File: src/rtl/csr_commit_unit_pkg.sv
// Shared types and FSM encodings for the CSR commit sequencer.
// Holds the CSR command set, privilege levels and the effective-write rule.
package csr_commit_unit_pkg;

    typedef enum logic [1:0] {
        CSR_RW = 2'd0,
        CSR_RS = 2'd1,
        CSR_RC = 2'd2,
        CSR_RD = 2'd3
    } csr_cmd_t;

    typedef enum logic [1:0] {
        PRIV_U = 2'd0,
        PRIV_S = 2'd1,
        PRIV_M = 2'd3
    } priv_lvl_t;

    localparam logic [2:0] ST_IDLE  = 3'd0;
    localparam logic [2:0] ST_READ  = 3'd1;
    localparam logic [2:0] ST_WRITE = 3'd2;
    localparam logic [2:0] ST_DONE  = 3'd3;
    localparam logic [2:0] ST_EXC   = 3'd4;

    // Set/clear with a zero operand are pure reads and must not trip read-only checks.
    function automatic logic csr_eff_write(input csr_cmd_t op, input logic wdata_nz);
        logic result;
        result = 1'b0;
        case (op)
            CSR_RW:         result = 1'b1;
            CSR_RS, CSR_RC: result = wdata_nz;
            default:        result = 1'b0;
        endcase
        return result;
    endfunction

endpackage

File: src/rtl/csr_access_check.sv
// Combinational CSR legality check: privilege level and read-only space.
// Takes only address bits [11:8], which carry the access encoding.
module csr_access_check
    import csr_commit_unit_pkg::*;
(
    input  logic [3:0] addr_hi_i,
    input  logic [1:0] priv_i,
    input  logic       we_i,
    output logic       illegal_o
);

    priv_lvl_t w_priv;
    logic      w_priv_fault;
    logic      w_ro_fault;

    assign w_priv       = priv_lvl_t'(priv_i);
    assign w_priv_fault = addr_hi_i[1:0] > w_priv;
    assign w_ro_fault   = we_i && (addr_hi_i[3:2] == 2'b11);
    assign illegal_o    = w_priv_fault || w_ro_fault;

endmodule

File: src/rtl/csr_commit_unit.sv
// Commit-side CSR read-modify-write sequencer with privilege/read-only checks.
// Returns the old CSR value and acknowledges the address buffer on completion.
module csr_commit_unit
    import csr_commit_unit_pkg::*;
#(
    parameter int unsigned XLEN       = 64,
    parameter int unsigned CSR_ADDR_W = 12
) (
    input  logic                  clk_i,
    input  logic                  rst_ni,
    input  logic                  flush_i,
    input  logic                  commit_valid_i,
    output logic                  commit_ready_o,
    input  logic [1:0]            commit_op_i,
    input  logic [CSR_ADDR_W-1:0] commit_addr_i,
    input  logic [XLEN-1:0]       commit_wdata_i,
    input  logic [1:0]            priv_lvl_i,
    output logic                  commit_ack_o,
    output logic [XLEN-1:0]       rdata_o,
    output logic                  rdata_valid_o,
    output logic                  ex_valid_o,
    output logic                  csr_req_o,
    output logic                  csr_we_o,
    output logic [CSR_ADDR_W-1:0] csr_addr_o,
    output logic [XLEN-1:0]       csr_wdata_o,
    input  logic [XLEN-1:0]       csr_rdata_i
);

    logic [2:0]            r_state;
    logic [2:0]            w_state_nxt;
    csr_cmd_t              r_op;
    logic [CSR_ADDR_W-1:0] r_addr;
    logic [XLEN-1:0]       r_wdata;
    logic                  r_we;
    logic [XLEN-1:0]       r_rdata;
    logic [XLEN-1:0]       r_new;
    logic [XLEN-1:0]       r_rdata_hold;

    csr_cmd_t              w_op_in;
    logic                  w_we_in;
    logic                  w_illegal;
    logic                  w_accept;
    logic                  w_issue_read;
    logic [XLEN-1:0]       w_new;

    assign w_op_in = csr_cmd_t'(commit_op_i);
    assign w_we_in = csr_eff_write(w_op_in, |commit_wdata_i);

    csr_access_check u_access_check (
        .addr_hi_i (commit_addr_i[CSR_ADDR_W-1 -: 4]),
        .priv_i    (priv_lvl_i),
        .we_i      (w_we_in),
        .illegal_o (w_illegal)
    );

    assign w_accept     = (r_state == ST_IDLE) && commit_valid_i && !flush_i;
    assign w_issue_read = w_accept && !w_illegal;

    always_comb begin
        w_new = csr_rdata_i;
        case (r_op)
            CSR_RW:  w_new = r_wdata;
            CSR_RS:  w_new = csr_rdata_i | r_wdata;
            CSR_RC:  w_new = csr_rdata_i & ~r_wdata;
            default: w_new = csr_rdata_i;
        endcase
    end

    // WRITE and DONE ignore flush: the instruction is committed once the write issues.
    always_comb begin
        w_state_nxt = ST_IDLE;
        case (r_state)
            ST_IDLE: begin
                if (w_accept) begin
                    w_state_nxt = w_illegal ? ST_EXC : ST_READ;
                end
            end
            ST_READ: begin
                if (flush_i) begin
                    w_state_nxt = ST_IDLE;
                end else begin
                    w_state_nxt = r_we ? ST_WRITE : ST_DONE;
                end
            end
            ST_WRITE: w_state_nxt = ST_DONE;
            ST_DONE:  w_state_nxt = ST_IDLE;
            ST_EXC:   w_state_nxt = ST_IDLE;
            default:  w_state_nxt = ST_IDLE;
        endcase
    end

    always_ff @(posedge clk_i or negedge rst_ni) begin
        if (!rst_ni) begin
            r_state      <= ST_IDLE;
            r_op         <= CSR_RW;
            r_addr       <= '0;
            r_wdata      <= '0;
            r_we         <= 1'b0;
            r_rdata      <= '0;
            r_new        <= '0;
            r_rdata_hold <= '0;
        end else begin
            r_state <= w_state_nxt;
            if (w_accept) begin
                r_op    <= w_op_in;
                r_addr  <= commit_addr_i;
                r_wdata <= commit_wdata_i;
                r_we    <= w_we_in;
            end
            if (r_state == ST_READ) begin
                r_rdata <= csr_rdata_i;
                r_new   <= w_new;
            end
            if (r_state == ST_DONE) begin
                r_rdata_hold <= r_rdata;
            end
        end
    end

    assign commit_ready_o = (r_state == ST_IDLE);
    assign csr_req_o      = w_issue_read || (r_state == ST_WRITE);
    assign csr_we_o       = (r_state == ST_WRITE);
    assign csr_addr_o     = (r_state == ST_WRITE) ? r_addr :
                            (w_issue_read ? commit_addr_i : '0);
    assign csr_wdata_o    = (r_state == ST_WRITE) ? r_new : '0;
    assign commit_ack_o   = (r_state == ST_DONE);
    assign rdata_valid_o  = (r_state == ST_DONE);
    assign ex_valid_o     = (r_state == ST_EXC) && !flush_i;
    assign rdata_o        = (r_state == ST_DONE) ? r_rdata : r_rdata_hold;

endmodule

File: config.mk
export PLATFORM = sky130hd
export DESIGN_NAME = csr_commit_unit
export DESIGN_NICKNAME = d
export VERILOG_FILES = /design/src/rtl/csr_commit_unit_pkg.sv /design/src/rtl/csr_access_check.sv /design/src/rtl/csr_commit_unit.sv
export SDC_FILE = /design/constraint.sdc
export NUM_CORES = 1
export LEC_CHECK = 0
export ABC_AREA = 1
export CORE_MARGIN = 4
export CORE_UTILIZATION = 40
export CTS_BUF_LIST = sky130_fd_sc_hd__clkbuf_4
export DETAILED_ROUTE_END_ITERATION = 10
export HOLD_SLACK_MARGIN = 0.15
export PLACE_DENSITY = 0.67
export REMOVE_ABC_BUFFERS = 1
export SYNTH_ARGS = -nofsm -noshare
export SYNTH_HDL_FRONTEND = slang
export SYNTH_SLANG_ARGS = --single-unit
File: constraint.sdc
create_clock -name clk_i -period 3.06 [get_ports clk_i]
set_input_delay 0.459 -clock clk_i [delete_from_list [all_inputs] [get_ports clk_i]]
set_output_delay 0.459 -clock clk_i [all_outputs]
set_load 0.005 [all_outputs]
# ---- After elaboration in Yosys (flattened, before gate mapping)
# Cells that the tools add are included.
dict set report word_totals {
  out_inout_bits 146
  in_bits 148
  ff_bits 274
  wordCells 46
}
dict set report op_classes {
  magnitude_cmp 1
  eq_ne 9
  n_reduce_logical 14
  n_bitwise 3
  n_mux 11
}
# cell count
set ops {}
lappend ops {{case mux 64 bit (3 select lines)} 1}
lappend ops {{2-to-1 mux 64 bit} 2}
lappend ops {{bitwise AND 64 bit} 1}
lappend ops {{NOT 64 bit} 1}
lappend ops {{bitwise OR 64 bit} 1}
lappend ops {{OR reduction 64 bit} 1}
lappend ops {{2-to-1 mux 12 bit} 2}
lappend ops {{case mux 3 bit (3 select lines)} 1}
lappend ops {{== test 2 bit (second input constant)} 3}
lappend ops {{== test 3 x 2 -> 1 bit (second input constant)} 2}
lappend ops {{2-to-1 mux 3 bit} 2}
lappend ops {{logical AND 1 bit} 5}
lappend ops {{== test 2 x 1 -> 1 bit (second input constant)} 2}
lappend ops {{zero test 2 bit} 2}
lappend ops {{== test 3 x 1 -> 1 bit (second input constant)} 1}
lappend ops {{== test 3 bit (second input constant)} 1}
lappend ops {{zero test 3 bit} 1}
lappend ops {{> comparator 2 bit} 1}
lappend ops {{zero test 1 bit} 2}
lappend ops {{logical OR 1 bit} 2}
lappend ops {{2-to-1 mux 2 bit} 1}
lappend ops {{case mux 1 bit (2 select lines)} 1}
lappend ops {{OR reduction 2 bit} 1}
lappend ops {{2-to-1 mux 1 bit} 1}

# ---- Depth between registers and ports, before layout
dict set report depth {
  word_depth 9
  depth_mapped 12
  mapped_depth_nobuf 11
}

# ---- Hierarchy
# From an unflattened synthesis, not the netlist that was laid out.
dict set report unflattened {
  hier_cells 1359
  area_unflattened_um2 12339.3
}
# mod cells_each area_per_inst_um2 seq_area_each_um2 instances
set modules_own_cells {}
lappend modules_own_cells {csr_commit_unit 1347 12275.5 6856.6 1}
lappend modules_own_cells {csr_access_check 12 63.8 0.0 1}

# ---- Least setup slack after synthesis
# Ideal clock, no wire load.
dict set report synth_path {
  path_kind {in2out}
  from {in priv_lvl_i[1]}
  to {out csr_addr_o[10]}
  cell_stages 8
  path_buffers 1
  t_required_ps 2601
  arrival_time_ps 1648
  setup_slack_ps 953
  path_cell_list {inv_1 -> ha_1 -> inv_1 -> nor2_1 -> o21ai_0 -> clkbuf_1 -> nand3_1 -> nand2_1}
}
dict set report synth_via {
  elab_chain_cells 6
}
# item line_no
set synth_rtl {}
lappend synth_rtl {{from (decl)} csr_commit_unit.sv:17} ;# input logic [1:0] priv_lvl_i,
lappend synth_rtl {{> comparator 2 bit} csr_access_check.sv:17} ;# assign w_priv_fault = addr_hi_i[1:0] > w_priv;
lappend synth_rtl {{logical OR 1 bit} csr_access_check.sv:19} ;# assign illegal_o = w_priv_fault || w_ro_fault;
lappend synth_rtl {{zero test 1 bit} csr_commit_unit.sv:57} ;# assign w_issue_read = w_accept && !w_illegal;
lappend synth_rtl {{logical AND 1 bit} csr_commit_unit.sv:57}
lappend synth_rtl {{2-to-1 mux 12 bit} csr_commit_unit.sv:124} ;# (w_issue_read ? commit_addr_i : '0);
lappend synth_rtl {{2-to-1 mux 12 bit} csr_commit_unit.sv:123} ;# assign csr_addr_o = (r_state == ST_WRITE) ? r_addr :
lappend synth_rtl {{to (decl)} csr_commit_unit.sv:24} ;# output logic [CSR_ADDR_W-1:0] csr_addr_o,
# No other way between the ends.

# ---- Worst setup path after layout
dict set report layout_path {
  from {reg r_state[2]}
  to {out rdata_o[16]}
}
dict set report layout_via {
  elab_chain_cells 2
}
# item line_no
set layout_rtl {}
lappend layout_rtl {{from (decl)} csr_commit_unit.sv:29} ;# logic [2:0] r_state;
lappend layout_rtl {{from (signal assigned)} csr_commit_unit.sv:103} ;# r_state <= w_state_nxt;
lappend layout_rtl {{== test 3 x 2 -> 1 bit} csr_commit_unit.sv:129} ;# assign rdata_o = (r_state == ST_DONE) ? r_rdata : r_rdata_hold;
lappend layout_rtl {{2-to-1 mux 64 bit} --}
lappend layout_rtl {{to (decl)} csr_commit_unit.sv:19} ;# output logic [XLEN-1:0] rdata_o,
# No other way between the ends.

==> out/metrics.yaml <==
status: "finished clean"
cts_tree: "built"
switchingPower_mw: 5.94
detail_route.wl_per_cell_um: 16.8
netlist_instances: 1393
maxUsedRoutingLayer: "met4"
finalClockSkew_ns: 0.0326
drt-met1-wl_um: 16100
crit_path_end_kind: "output port"
netlist_area_mm2: 0.0119
p_leak_nw: 8.15
p_comb_share_pct: 41.1
pwr-share-seq_pct: 37.2
ys_types: 19
seq_area_frac_synth_pct: 57.5
drive_gt1_share_pct: 12.9
utilization_pct: 57.7
fmax_mhz: 344
grt-ovfl-total: 0
cts_sinks: 274
drv_cap: 0
clock_path_buffers: 3
portBuffers: 293
synth.avg_cell_area_um2: 8.56
setup_viol: 0
hp-class: "in2reg"
p_sw_share_pct: 37.0
final-max-slew-violation-count: 0
relSlewSlack_pct: 38.8
rsz0062_at_grt: "no"
routed_wl_um: 36700
wl_met2_um: 17200
cts_inserted_buffers: 77
ys_seq_elements: 274
layout.cells.non_filler: 2185
start_util_pct: 41.0
synth_top_cell_by_area: "dfrtp_1"
path_max_fanout: 23
std_cell_rows: 62
grt_usage_pct: 21.6
ys.warnings.count: 0
pwr-share-clk_pct: 21.7
dp.cells: 2034
regArea_mm2: 0.00686
internal_power_mw: 10.1
nets: 1894
postRouteAntennaNets: 0
num_vias: 11000
clk_pin_slew_ns: 0.06
clockRootBuffer: "clkbuf_4"
die-area_mm2: 0.0327
die_y_um: 181
gp_congestion: 0.801
required_ns: 2.60
hold_violations: 0
cp_data_arrival_time_ns: 2.45
grt_pass1_vias: 11300
h-tree-depth: 3
dr.pass1.iters: 5
syn2layout_area_growth_pct: 40.7
antenna_found_initial: 1
crit_type: "reg2out"
ir_worst_vdd_v: 0.000397
p_per_area_mw_per_mm2: 955
multi_input_area_mm2: 0.00396
core_mm2: 0.0291
cp-start-kind: "register"
dr_wl_met3_um: 2460
synth.area.top_cells: "dfrtp_1 57%, nand2_1 8.9%, o21ai_0 7.8%"
grt_max_degree: 129
clk_latency_ns: 0.66
yosys.area.top_type_share_pct: 57.5
drc: 0
worst_hold_slack_ns: 0.281
pin_count: 294
grt_pass1_wl_um: 57900
via_per_inst: 5.03
tightest_slew_ns: 0.918
finalCriticalPeriod_ns: 2.91
fillers: 2642
first_iter_violations: 748
finalCritPeriodShare_pct: 95.1
die_w_um: 181
hpwl_um: 22600
## placed cells by master (no fill, tap or decap), types with 2 or more instances in the layout
cell,count
bufinv_16,2
nor3_4,2
o21ai_1,32
nor2_4,2
dlygate4sd3_1,2
clkinv_1,11
nor2_1,98
nand3_1,79
o21ai_0,154
clkbuf_16,2
inv_2,5
buf_6,4
a21oi_1,65
dlymetal6s2s_1,16
nand2_2,5
buf_8,2
nor2_2,10
clkdlybuf4s50_1,238
dfrtp_1,271
buf_16,2
inv_1,216
ha_1,4
dlygate4sd2_1,38
buf_4,49
o221ai_1,64
clkbuf_4,120
dfrtp_2,3
buf_12,7
diode_2,2
o21ai_4,2
nand2_1,279
o21ai_2,9
## path summary, 6_finish.rpt
check	start	end	slack, ns	cells after the start
min in group asynchronous	rst_ni	r_wdata[59]$_DFFE_PN0P_	0.37	2
worst min-delay path	commit_wdata_i[48]	r_wdata[48]$_DFFE_PN0P_	0.28	3
worst max register to register	r_state[2]$_DFF_PN0_	r_new[13]$_DFFE_PN0P_	1.16	6
worst max-delay path	r_state[2]$_DFF_PN0_	rdata_o[16]	0.15	7
worst min register to register	r_addr[6]$_DFFE_PN0P_	r_addr[6]$_DFFE_PN0P_	0.48	2
max in group asynchronous	rst_ni	r_state[2]$_DFF_PN0_	1.82	3
## cell type report
type	instances	share of cell area, %
flip-flops and latches	274	40.9
multi-input cells	808	23.6
repair buffers	360	21.6
clock buffers	120	5.37
inverters	221	5.00
well taps	384	2.86
clock inverters	16	0.678
diodes	2	0.0298
## layer usage
metal	up-vias	GRT usage, %
met2	403	35.3
met4	0	8.26
met3	65	4.79
met5	-	0
met1	5299	28.3
li1	5233	-
## synth_stat cells
master	instances
nand2_1	284
dfrtp_1	274
inv_1	219
o21ai_0	185
nor2_1	110
nand3_1	80
a21oi_1	65
o221ai_1	64
clkbuf_1	52
buf_2	19
o21ai_1	12
buf_4	10
buf_1	8
ha_1	4
inv_2	2
nor3_2	2
clkbuf_2	1
nor3_4	1
or2_2	1
## critical path, cell delays in order (launching register included)
cell             delay, ns
dfrtp_2               0.44
nor3_4                0.27
clkinv_4              0.12
buf_4                 0.19
buf_16                0.18
nand2_1               0.07
o21ai_1               0.09
clkdlybuf4s50_1       0.46
## metrics by stage
stage	TNS (ns)	area [um2]	total power, mW	setup slack [ns]
2_1_floorplan	-208.70	11500	9.39	-1.48
3_3_place_gp	-3.76	15500	12.4	-0.305
3_5_place_dp	-3.83	15500	12.6	-0.317
4_1_cts	0	16600	16.1	0.00116
5_1_grt	0	16800	17.3	0.0111
6_report	0	16800	16.0	0.150
## logic make-up after synthesis
family	synth area share, %
AO/OA/AOI/OAI	15.7
buffers and inverters	10.3
adder cells (fa/ha/maj)	0.420
AND/OR/NAND/NOR	16.1
flip-flops	57.5
## power groups by stage
stage	Clock, mW	Combinational, mW	Sequential, mW
after detailed placement	0	6.56	6.00
after CTS	3.57	6.55	5.95
final	3.48	6.59	5.96
after floorplan	0	3.35	6.03
after global placement	0	6.42	5.94
after global routing	3.78	7.36	6.14
## registers in the layout, summed over array words and instances, names as in the netlist
name,count
r_rdata_hold,64
r_rdata,64
r_wdata,64
r_state,3
r_we,1
r_addr,12
r_new,64
r_op,2
## what timing repair did
item	CTS	global route
hold buffers	1	1
endpoints found under the hold margin	73	1
setup buffers	4	4
gates resized for setup	92	38
gates cloned	1	2
setup endpoints to repair	77	88
pin swaps	5	4
(Power assumes the default switching activity.)
